$ cat src/rtl/hazard_ctrl_pkg.sv
// Shared definitions for the pipeline hazard controller: FSM state encodings,
// default MUL/DIV latency, hazard-cause encoding and the cause-to-control table.
package hazard_ctrl_pkg;

   localparam logic [0:0] HZ_IDLE = 1'b0;
   localparam logic [0:0] HZ_BUSY = 1'b1;

   localparam int MD_LAT_DEFAULT = 4;

   typedef enum logic [1:0] {
      HZ_CAUSE_NONE = 2'd0,
      HZ_CAUSE_LU   = 2'd1,
      HZ_CAUSE_BR   = 2'd2,
      HZ_CAUSE_MD   = 2'd3
   } hz_cause_e;

   typedef struct packed {
      logic pc_write;
      logic ifid_write;
      logic idex_write;
      logic ifid_flush;
      logic idex_flush;
      logic exmem_bubble;
   } hz_ctrl_t;

   // One row per hazard cause; the winning cause alone decides every control.
   function automatic hz_ctrl_t cause_to_ctrl(input hz_cause_e cause);
      hz_ctrl_t ctrl;
      ctrl = '{1'b1, 1'b1, 1'b1, 1'b0, 1'b0, 1'b0};
      case (cause)
         HZ_CAUSE_MD:   ctrl = '{1'b0, 1'b0, 1'b0, 1'b0, 1'b0, 1'b1};
         HZ_CAUSE_BR:   ctrl = '{1'b1, 1'b1, 1'b1, 1'b1, 1'b1, 1'b0};
         HZ_CAUSE_LU:   ctrl = '{1'b0, 1'b0, 1'b1, 1'b0, 1'b1, 1'b0};
         default:       ctrl = '{1'b1, 1'b1, 1'b1, 1'b0, 1'b0, 1'b0};
      endcase
      return ctrl;
   endfunction

endpackage

$ cat src/rtl/hazard_ctrl_if.sv
// ID/EX hazard inputs and pipeline control outputs of the hazard controller.
// The pipeline side uses the master modport, hazard_ctrl uses slave.
interface hazard_ctrl_if;

   logic [4:0] ID_rs1;
   logic [4:0] ID_rs2;
   logic       ID_use_rs1;
   logic       ID_use_rs2;
   logic [4:0] EX_RdAddr;
   logic       EX_MemRead;
   logic       EX_RegWrite;
   logic       EX_md_start;
   logic       EX_branch_taken;

   logic       PC_write;
   logic       IFID_write;
   logic       IDEX_write;
   logic       IFID_flush;
   logic       IDEX_flush;
   logic       EXMEM_bubble;

   modport master (
      output ID_rs1, ID_rs2, ID_use_rs1, ID_use_rs2,
             EX_RdAddr, EX_MemRead, EX_RegWrite, EX_md_start, EX_branch_taken,
      input  PC_write, IFID_write, IDEX_write, IFID_flush, IDEX_flush, EXMEM_bubble
   );

   modport slave (
      input  ID_rs1, ID_rs2, ID_use_rs1, ID_use_rs2,
             EX_RdAddr, EX_MemRead, EX_RegWrite, EX_md_start, EX_branch_taken,
      output PC_write, IFID_write, IDEX_write, IFID_flush, IDEX_flush, EXMEM_bubble
   );

endinterface

$ cat src/rtl/hazard_ctrl_md_busy_fsm.sv
// MUL/DIV occupancy tracker: holds the pipeline for MD_LAT-1 cycles after a
// MUL/DIV reaches EX, then releases for exactly one cycle before re-arming.
module md_busy_fsm
   import hazard_ctrl_pkg::*;
#(
   parameter int MD_LAT = MD_LAT_DEFAULT
) (
   input  logic clk,
   input  logic rst,
   input  logic md_start,
   output logic hold
);

   localparam logic       MULTI = (MD_LAT > 1);
   localparam logic [3:0] LOAD  = MULTI ? 4'(MD_LAT - 2) : 4'd0;

   logic [0:0] r_state;
   logic [3:0] r_cnt;

   always_ff @(posedge clk or negedge rst) begin
      if (!rst) begin
         r_state <= HZ_IDLE;
         r_cnt   <= 4'd0;
      end else begin
         case (r_state)
            HZ_IDLE: begin
               if (md_start && MULTI) begin
                  r_state <= HZ_BUSY;
                  r_cnt   <= LOAD;
               end
            end
            HZ_BUSY: begin
               if (r_cnt != 4'd0) r_cnt   <= r_cnt - 4'd1;
               else               r_state <= HZ_IDLE;
            end
            default: begin
               r_state <= HZ_IDLE;
               r_cnt   <= 4'd0;
            end
         endcase
      end
   end

   // md_start is a level, so in BUSY it is deliberately ignored.
   always_comb begin
      hold = 1'b0;
      case (r_state)
         HZ_IDLE: hold = md_start && MULTI;
         HZ_BUSY: hold = (r_cnt != 4'd0);
         default: hold = 1'b0;
      endcase
   end

endmodule

$ cat src/rtl/hazard_ctrl.sv
// Pipeline hazard controller: load-use stall, taken-branch flush and MUL/DIV hold.
// Optional stall cycle counter enabled by macro HAZARD_STALL_CNT_EN.
module hazard_ctrl
   import hazard_ctrl_pkg::*;
#(
   parameter int MD_LAT = MD_LAT_DEFAULT
`ifdef HAZARD_STALL_CNT_EN
   ,
   parameter int CNT_W  = 32
`endif
) (
   input  logic             clk,
   input  logic             rst,
   hazard_ctrl_if.slave     hz
`ifdef HAZARD_STALL_CNT_EN
   ,
   output logic [CNT_W-1:0] stall_cnt
`endif
);

   logic      w_hold;
   logic      w_lu;
   hz_cause_e w_cause;
   hz_ctrl_t  w_ctrl;

   md_busy_fsm #(
      .MD_LAT   (MD_LAT)
   ) u_md_busy_fsm (
      .clk      (clk),
      .rst      (rst),
      .md_start (hz.EX_md_start),
      .hold     (w_hold)
   );

   assign w_lu = hz.EX_MemRead && hz.EX_RegWrite && (hz.EX_RdAddr != 5'd0) &&
                 ((hz.ID_use_rs1 && (hz.ID_rs1 == hz.EX_RdAddr)) ||
                  (hz.ID_use_rs2 && (hz.ID_rs2 == hz.EX_RdAddr)));

   // A taken branch discards the ID instruction, so it outranks a load-use stall.
   always_comb begin
      w_cause = HZ_CAUSE_NONE;
      if (w_hold)                  w_cause = HZ_CAUSE_MD;
      else if (hz.EX_branch_taken) w_cause = HZ_CAUSE_BR;
      else if (w_lu)               w_cause = HZ_CAUSE_LU;
   end

   assign w_ctrl          = cause_to_ctrl(w_cause);
   assign hz.PC_write     = w_ctrl.pc_write;
   assign hz.IFID_write   = w_ctrl.ifid_write;
   assign hz.IDEX_write   = w_ctrl.idex_write;
   assign hz.IFID_flush   = w_ctrl.ifid_flush;
   assign hz.IDEX_flush   = w_ctrl.idex_flush;
   assign hz.EXMEM_bubble = w_ctrl.exmem_bubble;

`ifdef HAZARD_STALL_CNT_EN
   logic [CNT_W-1:0] r_stall_cnt;

   // Counts frozen-PC cycles only; branch flushes keep PC moving and are skipped.
   always_ff @(posedge clk or negedge rst) begin
      if (!rst) begin
         r_stall_cnt <= '0;
      end else if (!w_ctrl.pc_write && (r_stall_cnt != '1)) begin
         r_stall_cnt <= r_stall_cnt + 1'b1;
      end
   end

   assign stall_cnt = r_stall_cnt;
`endif

endmodule

$ cat src/flat_wrapper.sv
// flat-port wrapper written by rule: the top's interface ports become plain ports
module hazard_ctrl_flat import hazard_ctrl_pkg::*;
#(
   parameter int MD_LAT = MD_LAT_DEFAULT

)
  (clk, rst, hz_ID_rs1, hz_ID_rs2, hz_ID_use_rs1, hz_ID_use_rs2, hz_EX_RdAddr, hz_EX_MemRead, hz_EX_RegWrite, hz_EX_md_start, hz_EX_branch_taken, hz_PC_write, hz_IFID_write, hz_IDEX_write, hz_IFID_flush, hz_IDEX_flush, hz_EXMEM_bubble);
  hazard_ctrl_if hz_i ();
  input  logic clk;
  input  logic rst;
  input wire logic [$bits(hz_i.ID_rs1)-1:0] hz_ID_rs1;
  input wire logic [$bits(hz_i.ID_rs2)-1:0] hz_ID_rs2;
  input wire logic [$bits(hz_i.ID_use_rs1)-1:0] hz_ID_use_rs1;
  input wire logic [$bits(hz_i.ID_use_rs2)-1:0] hz_ID_use_rs2;
  input wire logic [$bits(hz_i.EX_RdAddr)-1:0] hz_EX_RdAddr;
  input wire logic [$bits(hz_i.EX_MemRead)-1:0] hz_EX_MemRead;
  input wire logic [$bits(hz_i.EX_RegWrite)-1:0] hz_EX_RegWrite;
  input wire logic [$bits(hz_i.EX_md_start)-1:0] hz_EX_md_start;
  input wire logic [$bits(hz_i.EX_branch_taken)-1:0] hz_EX_branch_taken;
  output wire logic [$bits(hz_i.PC_write)-1:0] hz_PC_write;
  output wire logic [$bits(hz_i.IFID_write)-1:0] hz_IFID_write;
  output wire logic [$bits(hz_i.IDEX_write)-1:0] hz_IDEX_write;
  output wire logic [$bits(hz_i.IFID_flush)-1:0] hz_IFID_flush;
  output wire logic [$bits(hz_i.IDEX_flush)-1:0] hz_IDEX_flush;
  output wire logic [$bits(hz_i.EXMEM_bubble)-1:0] hz_EXMEM_bubble;
  assign hz_i.ID_rs1 = hz_ID_rs1;
  assign hz_i.ID_rs2 = hz_ID_rs2;
  assign hz_i.ID_use_rs1 = hz_ID_use_rs1;
  assign hz_i.ID_use_rs2 = hz_ID_use_rs2;
  assign hz_i.EX_RdAddr = hz_EX_RdAddr;
  assign hz_i.EX_MemRead = hz_EX_MemRead;
  assign hz_i.EX_RegWrite = hz_EX_RegWrite;
  assign hz_i.EX_md_start = hz_EX_md_start;
  assign hz_i.EX_branch_taken = hz_EX_branch_taken;
  assign hz_PC_write = hz_i.PC_write;
  assign hz_IFID_write = hz_i.IFID_write;
  assign hz_IDEX_write = hz_i.IDEX_write;
  assign hz_IFID_flush = hz_i.IFID_flush;
  assign hz_IDEX_flush = hz_i.IDEX_flush;
  assign hz_EXMEM_bubble = hz_i.EXMEM_bubble;
  hazard_ctrl #(.MD_LAT(MD_LAT)) u_core (.clk(clk), .rst(rst), .hz(hz_i));
endmodule
$ cat config.mk
export PLATFORM = sky130hd
export DESIGN_NAME = hazard_ctrl_flat
export DESIGN_NICKNAME = d
export VERILOG_FILES = /design/src/rtl/hazard_ctrl_pkg.sv /design/src/rtl/hazard_ctrl_if.sv /design/src/rtl/hazard_ctrl_md_busy_fsm.sv /design/src/rtl/hazard_ctrl.sv /design/src/flat_wrapper.sv
export SDC_FILE = /design/constraint.sdc
export NUM_CORES = 1
export LEC_CHECK = 0
export BUFFER_PORTS_ARGS = -buffer_cell sky130_fd_sc_hd__buf_2
export CORE_AREA = 2 2 39 41
export CTS_CLUSTER_DIAMETER = 150
export DETAILED_ROUTE_END_ITERATION = 10
export DIE_AREA = 0 0 41 43
export PLACE_DENSITY = 0.68
export RECOVER_POWER = 25
export SYNTH_ARGS = -nofsm -noshare
export SYNTH_HDL_FRONTEND = slang
export SYNTH_HIERARCHICAL = 1
export SYNTH_SLANG_ARGS = --single-unit
$ cat constraint.sdc
create_clock -name clk -period 3.1 [get_ports clk]
set_input_delay 0.62 -clock clk [delete_from_list [all_inputs] [get_ports clk]]
set_output_delay 0.62 -clock clk [all_outputs]
set_load 0.05 [all_outputs]
==> flow_metrics.tcl, run 1 <==
set metrics [dict create \
    startpoint "hz_EX_RdAddr[1]" \
    cap_viol_max_count 0 \
    cp-start-kind "input pin" \
    rrSetupSlack_ns 1.64 \
    synth_compound_area_share_pct 15.3 \
    dp_slack_ns 0.0742 \
    synth_top_family_by_area "simple AND/OR/NAND/NOR gates" \
    synth_nets 75 \
    worstPathRequired_ns 2.48 \
    cts_made_buffers 3 \
    crit_fanout 3 \
    setup_viol 0 \
    criticalPathCategory "input pin to output port" \
    drv_slew 0 \
    yosys.area_share.simple_pct 21.2 \
    io_pins 29 \
    insertion_delay_ns 0.24 \
    hold_viol_final 0 \
    ys_top_cells_by_area "dfrtp_1 27%, xor2_1 15%, ha_1 8.0%, nor4_4 4.6%, mux2i_1 4.3%" \
    routed_wl_um 908 \
    cts_buffer_depth 2 \
    synth_largest_area_cell "dfrtp_1" \
    antenna_found_initial 0 \
    postLayoutCellArea_um2 652 \
    dieArea_um2 1760 \
    hp-class "input pin to asynchronous set/reset pin" \
    synth_edf_count 0 \
    routabilityCongestion 0.617 \
    chipWidth_um 41 \
    grt_max_degree 7 \
    powerDensity_nw_per_um2 1010 \
    final_common_cell "buf_2" \
    nNetsFinal 107 \
    cts_tree "built" \
    muxShareOfSynthArea_pct 4.29 \
    cts.sinks 5 \
    yosysSeqAreaShare_pct 26.8 \
    synth.distinct_cells 27 \
    post-route-period-util_pct 93.5 \
    cts_resized 0 \
    diodes 0 \
    drt-pass1-iter-count 2 \
    grt_pass1_vias 405 \
    ys.flop_type "dfrtp_1" \
    ys_async_sr_fraction_pct 100 \
    synth_fa_ha_area_share_pct 8.04 \
    drtIter0Drc 1 \
    grt_pass1_wl_um 1490 \
    cts-htree-levels 1 \
    syn_area_um2 467 \
    layout-drive-gt1-share_pct 45.0 \
    grt_overflow 0 \
    rsz0062_at_grt "no" \
    routed-via-count 449 \
    core_um2 1380 \
    syn2layout_area_growth_pct 39.7 \
    cts-root-buf "clkbuf_4" \
    rows 14 \
    antenna_left 0 \
    slew_headroom_pct 72.8 \
    port_buffers 28 \
    drc 0 \
    p_leak_nw 0.343 \
    avgSynthCellArea_um2 9.52 \
    setup_tns_ns 0 \
    tightest_slew_ns 0.408 \
    worst_setup_path_end_kind "output port" \
    timing.fmax_mhz 345 \
    ir_drop_v 0.000725 \
    wire_per_inst_um 9.46 \
    path_clk_slew_ns 0.04 \
    cp.arrival_ns 2.28 \
    status "finished clean" \
    setup_ws_ns 0.201 \
    synthCells 49 \
    yosys_register_bits 5 \
    cts_setup_buffers 0 \
    fin_worst_skew_ns 0.00255 \
    synth_top_area_share_pct 26.8 \
    fin_crit_ns 2.90 \
    layout_common_cells "27 x buf_2, 8 x xor2_1, 5 x inv_1, 5 x dfrtp_1" \
    placed_cell_area_um2 619 \
    grtUsageTotal_pct 12.6 \
    synth_xor_area_share_pct 18.8 \
    die_h_um 43 \
    ctsHoldBuffers 0 \
    hold_ws_ns 0.228 \
    ys_warn_count 6 \
    r2r-start "u_core/u_md_busy_fsm/r_cnt[0]" \
    start_util_pct 33.7 \
    via_per_inst 4.68 \
]
critical path, stage by stage:
cell	delay, ns
buf_2	0.12
xor2_1	0.15
nor4_1	0.24
and3_1	0.18
a31oi_1	0.06
o41ai_2	0.41
ha_1	0.28
buf_2	0.21
final cells by class:
cell class,count,area [um2]
multi-input cells,38,323
clock buffers,4,26.3
repair buffers,28,139
well taps,16,20.0
inverters,5,18.8
flip-flops and latches,5,125
fillers,138,732
Yosys cell counts (2+ instances only):
| cell type | count |
|---|---|
| mux2i_1 | 2 |
| xnor2_1 | 2 |
| dfrtp_1 | 5 |
| ha_1 | 3 |
| xor2_1 | 8 |
| nand2_1 | 2 |
| inv_1 | 5 |
| nor2_1 | 2 |
| nor3b_1 | 2 |
final timing paths:
| kind | endpoint | depth (start not counted) |
|---|---|---|
| hold / removal | u_core/u_md_busy_fsm/r_state | 1 |
| min in group clk | u_core/u_md_busy_fsm/r_cnt[1] | 1 |
| hold reg to reg | u_core/u_md_busy_fsm/r_cnt[1] | 1 |
| max in group asynchronous | u_core/u_md_busy_fsm/r_cnt[1] | 1 |
| setup / recovery | hz_IDEX_flush | 8 |
| setup reg to reg | u_core/u_md_busy_fsm/r_cnt[1] | 5 |
registers in the layout, indices dropped and copies added, names as in the netlist:
name	cells
u_core/u_md_busy_fsm/r_cnt	4
u_core/u_md_busy_fsm/r_state	1
where the power goes:
part	internal [mW]	switching [mW]
sequential	0.0985	0.0337
combinational	0.146	0.304
clock	0.0487	0.0268
total	0.294	0.365
per-stage QoR:
| step | util [%] | power [mW] | instances |
|---|---|---|---|
| after floorplan | - | 0.512 | 49 |
| after global placement | 44.8 | 0.577 | 92 |
| after CTS | 46.7 | 0.663 | 96 |
| after global routing | 47.1 | 0.705 | 96 |
| final | 47.1 | 0.658 | 96 |
| after detailed placement | 44.8 | 0.583 | 92 |
cells by family after synthesis:
family,after synthesis
compound gates,9
simple gates,14
buf+inv,6
fa+ha+maj,3
flops,5
mux,2
xor+xnor,10
layer usage:
| layer | GRT usage [%] | part of all wire (%) | vias up |
|---|---|---|---|
| li1 | - | - | 237 |
| met1 | 14.3 | 40 | 186 |
| met2 | 19.7 | 48 | 24 |
| met3 | 3.14 | 10 | 2 |
| met4 | 8.00 | 1.8 | 0 |
| met5 | 0 | 0 | - |
Note: power is estimated with default switching activity, not from simulation.
==> inputs of run 2 (changes only) <==
--- a/config.mk
+++ b/config.mk
@@ -5,12 +5,14 @@
 export SDC_FILE = /design/constraint.sdc
 export NUM_CORES = 1
 export LEC_CHECK = 0
+export ABC_AREA = 1
 export BUFFER_PORTS_ARGS = -buffer_cell sky130_fd_sc_hd__buf_2
 export CORE_AREA = 2 2 39 41
 export CTS_CLUSTER_DIAMETER = 150
 export DETAILED_ROUTE_END_ITERATION = 10
 export DIE_AREA = 0 0 41 43
-export PLACE_DENSITY = 0.68
+export GPL_TIMING_DRIVEN = 0
+export PLACE_DENSITY = 0.74
 export RECOVER_POWER = 25
 export SYNTH_ARGS = -nofsm -noshare
 export SYNTH_HDL_FRONTEND = slang
==> run 2 against run 1 <==
Compared with the run above: design area is 13% higher; via count is 45% higher; routed wire length is 27% higher; clock skew is 0.0010 ns lower; die area stayed put; first-iteration DRC count grew to 7.0 times the previous value; synthesized cell count is 110% higher; worst setup slack better by 0.39 ns; final cell count is 58% higher; sequential power is 4% lower; synthesized area is 18% higher; non-clock buffer count is 1 higher.
==> flow_metrics.tcl, run 2 <==
set metrics [dict create \
    cts.sinks 5 \
    cts_buffer_depth 2 \
    routed_wl_um 1150 \
    setup_ws_ns 0.591 \
    start_util_pct 39.7 \
    die_h_um 43 \
    synthCells 104 \
    ir_drop_v 0.000672 \
    antenna_found_initial 0 \
    synth_xor_area_share_pct 0 \
    synth.distinct_cells 13 \
    cp-endpoint "hz_IDEX_flush" \
    grtUsageTotal_pct 16.0 \
    synth_nets 130 \
    grt_pass1_vias 563 \
    placed_cell_area_um2 709 \
    powerDensity_nw_per_um2 956 \
    p_total_mw 0.702 \
    worstPathRequired_ns 2.48 \
    dieArea_um2 1760 \
    insertion_delay_ns 0.24 \
    hp-class "input pin to asynchronous set/reset pin" \
    rows 14 \
    final_common_cell "nand2_1" \
    crit_fanout 5 \
    path_clk_slew_ns 0.04 \
    worstReg2RegEnd "u_core/u_md_busy_fsm/r_cnt[1]" \
    layout-drive-gt1-share_pct 26.5 \
    status "finished clean" \
    regArea_um2 125 \
    drv_slew 0 \
    cts_tree "built" \
    cp.arrival_ns 1.89 \
    p_leak_nw 0.517 \
    ys_warn_count 6 \
    grt_overflow 0 \
    multi_input_area_um2 330 \
    rrSetupSlack_ns 1.92 \
    setup_viol 0 \
    ctsHoldBuffers 0 \
    ys_top_cells_by_area "nand2_1 31%, dfrtp_1 23%, inv_1 14%, nor2_1 8.9%, ha_1 6.8%" \
    yosysMostFrequentCell "nand2_1" \
    cts-htree-levels 1 \
    ys.flop_type "dfrtp_1" \
    chipWidth_um 41 \
    largestRegisters "u_core/u_md_busy_fsm/r_cnt (4), u_core/u_md_busy_fsm/r_state (1)" \
    post-route-period-util_pct 80.9 \
    regMostFlops "u_core/u_md_busy_fsm/r_cnt" \
    via_per_inst 4.28 \
    cp-start-kind "register" \
    r2r_cells 7 \
    ys_async_sr_fraction_pct 100 \
    synth_fa_ha_area_share_pct 6.83 \
    io_pins 29 \
    synth_edf_count 0 \
    synth_top_area_share_pct 31.4 \
    core_um2 1380 \
    grt_max_degree 6 \
    synth_top_family_by_area "simple AND/OR/NAND/NOR gates" \
    dp_slack_ns 0.703 \
    r2r-start "u_core/u_md_busy_fsm/r_cnt[0]" \
    worst_setup_path_end_kind "output port" \
    synth_compound_area_share_pct 2.96 \
    postLayoutCellArea_um2 734 \
    slew_headroom_pct 81.6 \
    startpoint "u_core/u_md_busy_fsm/r_cnt[0]" \
    rsz0062_at_grt "no" \
    routed-via-count 650 \
    nNetsFinal 163 \
    cts-root-buf "clkbuf_4" \
    avgSynthCellArea_um2 5.28 \
    synth_largest_area_cell "nand2_1" \
    grt_pass1_wl_um 1990 \
    routabilityCongestion 0.785 \
    hold_viol_final 0 \
    syn2layout_area_growth_pct 33.7 \
    muxShareOfSynthArea_pct 0 \
    yosysSeqAreaShare_pct 22.8 \
    hpwlAfterDp_um 1000 \
    layout_common_cells "46 x nand2_1, 27 x buf_2, 21 x inv_1, 13 x nor2_1, 6 x nand3_1" \
    tightest_slew_ns 0.276 \
    cts_resized 0 \
    setup_tns_ns 0 \
    fin_worst_skew_ns 0.00153 \
    wire_per_inst_um 7.59 \
    criticalPathCategory "register to output port" \
    cts_made_buffers 3 \
    timing.fmax_mhz 399 \
    syn_area_um2 549 \
    drtIter0Drc 7 \
    largest_reg_flops 4 \
    fin_crit_ns 2.51 \
    num-fill-cells 147 \
    port_buffers 28 \
    drt-pass1-iter-count 3 \
    yosys_register_bits 5 \
    cts_setup_buffers 0 \
    diodes 0 \
    cap_viol_max_count 0 \
    synth_common_cells "46 x nand2_1, 21 x inv_1, 13 x nor2_1, 6 x nand3_1, 5 x dfrtp_1" \
    final_util_pct 53.1 \
    yosys.area_share.simple_pct 50.3 \
    drc 0 \
    antenna_left 0 \
]
[run 2: cell count changes after synthesis, sizes merged, moves of 6 or more]
cell	previous run	this run
nor2	2	13
inv	5	23
nand2	2	49
nand3	0	6
xor2	8	0
[run 2: stage by stage]
step	std cells	hold slack, ns
after floorplan	104	0.324
after global placement	148	0.439
after detailed placement	148	0.440
after CTS	152	0.182
after global routing	152	0.241
final	152	0.229
[run 2: cell families after synthesis]
group	Yosys count
AND/OR/NAND/NOR	69
AO/OA/AOI/OAI	3
adder cells (fa/ha/maj)	3
buffers and inverters	24
flip-flops	5
[run 2: worst min path at each step]
stage / to / slack (ns) / cells after the start
after CTS: u_core/u_md_busy_fsm/r_cnt[3] / 0.18 / 1
after floorplan: u_core/u_md_busy_fsm/r_cnt[0] / 0.32 / 0
after global placement: u_core/u_md_busy_fsm/r_cnt[3] / 0.44 / 1
final: u_core/u_md_busy_fsm/r_state / 0.23 / 1
after global routing: u_core/u_md_busy_fsm/r_cnt[3] / 0.24 / 1
after detailed placement: u_core/u_md_busy_fsm/r_cnt[3] / 0.44 / 1
[run 2: area by class of cell]
| type | instances | area share, % |
|---|---|---|
| multi-input combinational | 75 | 45.0 |
| tap | 16 | 2.73 |
| sequential | 5 | 17.0 |
| buffer | 1 | 1.02 |
| timing repair buffer | 28 | 18.9 |
| clock buffer | 4 | 3.58 |
| inverter | 23 | 11.8 |
[run 2: power breakdown]
group / internal, mW / switching (mW)
Combinational: 0.135 / 0.367
Clock: 0.0485 / 0.0246
Sequential: 0.0973 / 0.0294
[run 2: worst max-delay path, cell delays in order, from the launching register on]
cell     delay (ns)
dfrtp_1        0.37
inv_1          0.11
ha_1           0.21
nand2_1        0.08
nand2_2        0.11
nand2_2        0.09
inv_1          0.09
nand2_1        0.08
ha_1           0.27
buf_2          0.25
[run 2: metal layers]
layer / vias to the layer above / GRT usage, % / share of wire, %
met5: - / 0 / 0
met2: 15 / 27.8 / 52
met1: 266 / 17.4 / 44
met4: 0 / 10.0 / 0
li1: 369 / - / -
met3: 0 / 0.524 / 4.2
==> inputs of run 3 (changes only) <==
==> constraint.sdc (replaced) <==
create_clock -name clk -period 2.4 [get_ports clk]
set_input_delay 0.48 -clock clk [delete_from_list [all_inputs] [get_ports clk]]
set_output_delay 0.48 -clock clk [all_outputs]
set_load 0.05 [all_outputs]
==> run 3 against run 2 <==
Compared with the run above: routed wire length increased by 5.7%; highest routed layer is now met4; register-to-register slack worse by 0.71 ns; first-iteration DRC count up 57%; core utilization is 1.4 points higher; combinational power increased by 39%; via count grew 2.9%; worst setup slack got worse by 0.47 ns; critical path depth did not move; sequential power grew 28%.
==> flow_metrics.tcl, run 3 (same netlist as run 2, synthesis figures left out) <==
set metrics [dict create \
    cts_made_buffers 3 \
    tightest_slew_ns 0.283 \
    rows 14 \
    die_h_um 43 \
    antenna_left 0 \
    cts-root-buf "clkbuf_4" \
    slew_headroom_pct 81.2 \
    grt_max_degree 6 \
    worst_setup_path_end_kind "output port" \
    cp-start-kind "register" \
    regMostFlops "u_core/u_md_busy_fsm/r_cnt" \
    largestRegisters "u_core/u_md_busy_fsm/r_cnt (4), u_core/u_md_busy_fsm/r_state (1)" \
    p_leak_nw 0.521 \
    largest_reg_flops 4 \
    slowest_stage "dfrtp_1" \
    num-fill-cells 146 \
    dp_slack_ns 0.244 \
    criticalPathCategory "register to output port" \
    cts_buffer_depth 2 \
    wire_per_inst_um 7.97 \
    ctsHoldBuffers 0 \
    slowest_delay_ns 0.38 \
    layout_common_cells "46 x nand2_1, 25 x buf_2, 20 x inv_1, 13 x nor2_1, 6 x nand3_1" \
    path_clk_slew_ns 0.04 \
    timing.fmax_mhz 438 \
    nNetsFinal 164 \
    grt_pass1_vias 598 \
    syn2layout_area_growth_pct 37.1 \
    rrSetupSlack_ns 1.21 \
    grt_pass1_wl_um 2080 \
    setup_tns_ns 0 \
    rsz0062_at_grt "no" \
    io_pins 29 \
    final_util_pct 54.4 \
    drt-pass1-iter-count 4 \
    crit_fanout 5 \
    worstPathRequired_ns 1.92 \
    cp.arrival_ns 1.80 \
    routabilityCongestion 0.778 \
    start_util_pct 39.7 \
    grt_overflow 0 \
    dieArea_um2 1760 \
    core_um2 1380 \
    cts-htree-levels 1 \
    antenna_found_initial 0 \
    hold_viol_final 0 \
    routed_wl_um 1220 \
    cp-endpoint "hz_IDEX_flush" \
    diodes 0 \
    fin_crit_ns 2.28 \
    drc 0 \
    postLayoutCellArea_um2 753 \
    crit_chain "inv_2 > ha_2 > nand2_1 > nand2_2 > nand2_2 > inv_1 > nand2_1 > ha_1 > buf_4" \
    ir_drop_v 0.00102 \
    powerDensity_nw_per_um2 1270 \
    routed-via-count 669 \
    fin_worst_skew_ns 0.000140 \
    insertion_delay_ns 0.24 \
    worstReg2RegEnd "u_core/u_md_busy_fsm/r_cnt[3]" \
    grtUsageTotal_pct 17.2 \
    setup_viol 0 \
    cts_tree "built" \
    r2r-start "u_core/u_md_busy_fsm/r_cnt[0]" \
    p_total_mw 0.955 \
    drv_slew 0 \
    startpoint "u_core/u_md_busy_fsm/r_cnt[0]" \
    hp-class "input pin to asynchronous set/reset pin" \
    cap_viol_max_count 0 \
    r2r_cells 8 \
    hpwlAfterDp_um 1050 \
    via_per_inst 4.37 \
    status "finished clean" \
    setup_ws_ns 0.117 \
    cts.sinks 5 \
    post-route-period-util_pct 95.1 \
    placed_cell_area_um2 713 \
    layout-drive-gt1-share_pct 29.2 \
    chipWidth_um 41 \
    final_common_cell "nand2_1" \
    drtIter0Drc 11 \
    port_buffers 28 \
]
run 3: cell types whose count changed in the layout (fill, tap and decap cells not counted):
cell / change
a21oi_1: -1
a21oi_2: +1
buf_2: -2
buf_4: +2
clkbuf_4: +1
ha_1: -1
ha_2: +1
inv_1: -1
inv_2: +1
run 3: critical path: cells and delay by family (launching register included):
kind	cells	cell delay, ns
buffers and inverters	3	0.37
adders and majority gates	2	0.48
and+or+nand+nor	4	0.34
DFF	1	0.38
run 3: timing repair:
| item | 4_1_cts | 5_1_grt |
|---|---|---|
| setup endpoints to repair | 0 | 2 |
| resized for setup | 0 | 5 |
| buffers inserted | 0 | 1 |
run 3: routing by layer:
layer | part of all wire (%) | global-route usage (%) | vias to the layer above
met2 | 53 | 30.0 | 18
li1 | - | - | 369
met1 | 41 | 16.5 | 280
met3 | 4.4 | 3.14 | 2
met4 | 1.6 | 12.0 | 0
met5 | 0 | 0 | -
run 3: how the worst min path moves through the flow:
stage | cells past startpoint | slack, ns | start | end
final | 1 | 0.09 | rst | u_core/u_md_busy_fsm/r_cnt[3]
after detailed placement | 1 | 0.30 | rst | u_core/u_md_busy_fsm/r_cnt[3]
after floorplan | 0 | 0.18 | rst | u_core/u_md_busy_fsm/r_cnt[0]
after global placement | 1 | 0.30 | rst | u_core/u_md_busy_fsm/r_cnt[3]
after CTS | 1 | 0.04 | rst | u_core/u_md_busy_fsm/r_cnt[2]
after global routing | 1 | 0.09 | rst | u_core/u_md_busy_fsm/r_cnt[2]
run 3: report_power, final:
group | leakage [nW] | switching (mW) | internal (mW)
registers | 0.0609 | 0.0371 | 0.126
logic | 0.445 | 0.486 | 0.211
clock network | 0.0150 | 0.0322 | 0.0627
total | 0.521 | 0.556 | 0.400
run 3: through the flow:
| step | std cells | hold WS [ns] |
|---|---|---|
| after floorplan | 104 | 0.184 |
| after global placement | 148 | 0.299 |
| after detailed placement | 148 | 0.301 |
| after CTS | 152 | 0.0417 |
| after global routing | 153 | 0.0858 |
| final | 153 | 0.0921 |
run 3: area by class of cell:
| cell class | count | area, um2 | area share (%) |
|---|---|---|---|
| plain buffers | 1 | 7.51 | 0.997 |
| well taps | 16 | 20.0 | 2.66 |
| flip-flops and latches | 5 | 125 | 16.6 |
| multi-input cells | 75 | 337 | 44.7 |
| inverters | 23 | 86.3 | 11.5 |
| repair buffers | 29 | 151 | 20.1 |
| clock buffers | 4 | 26.3 | 3.49 |
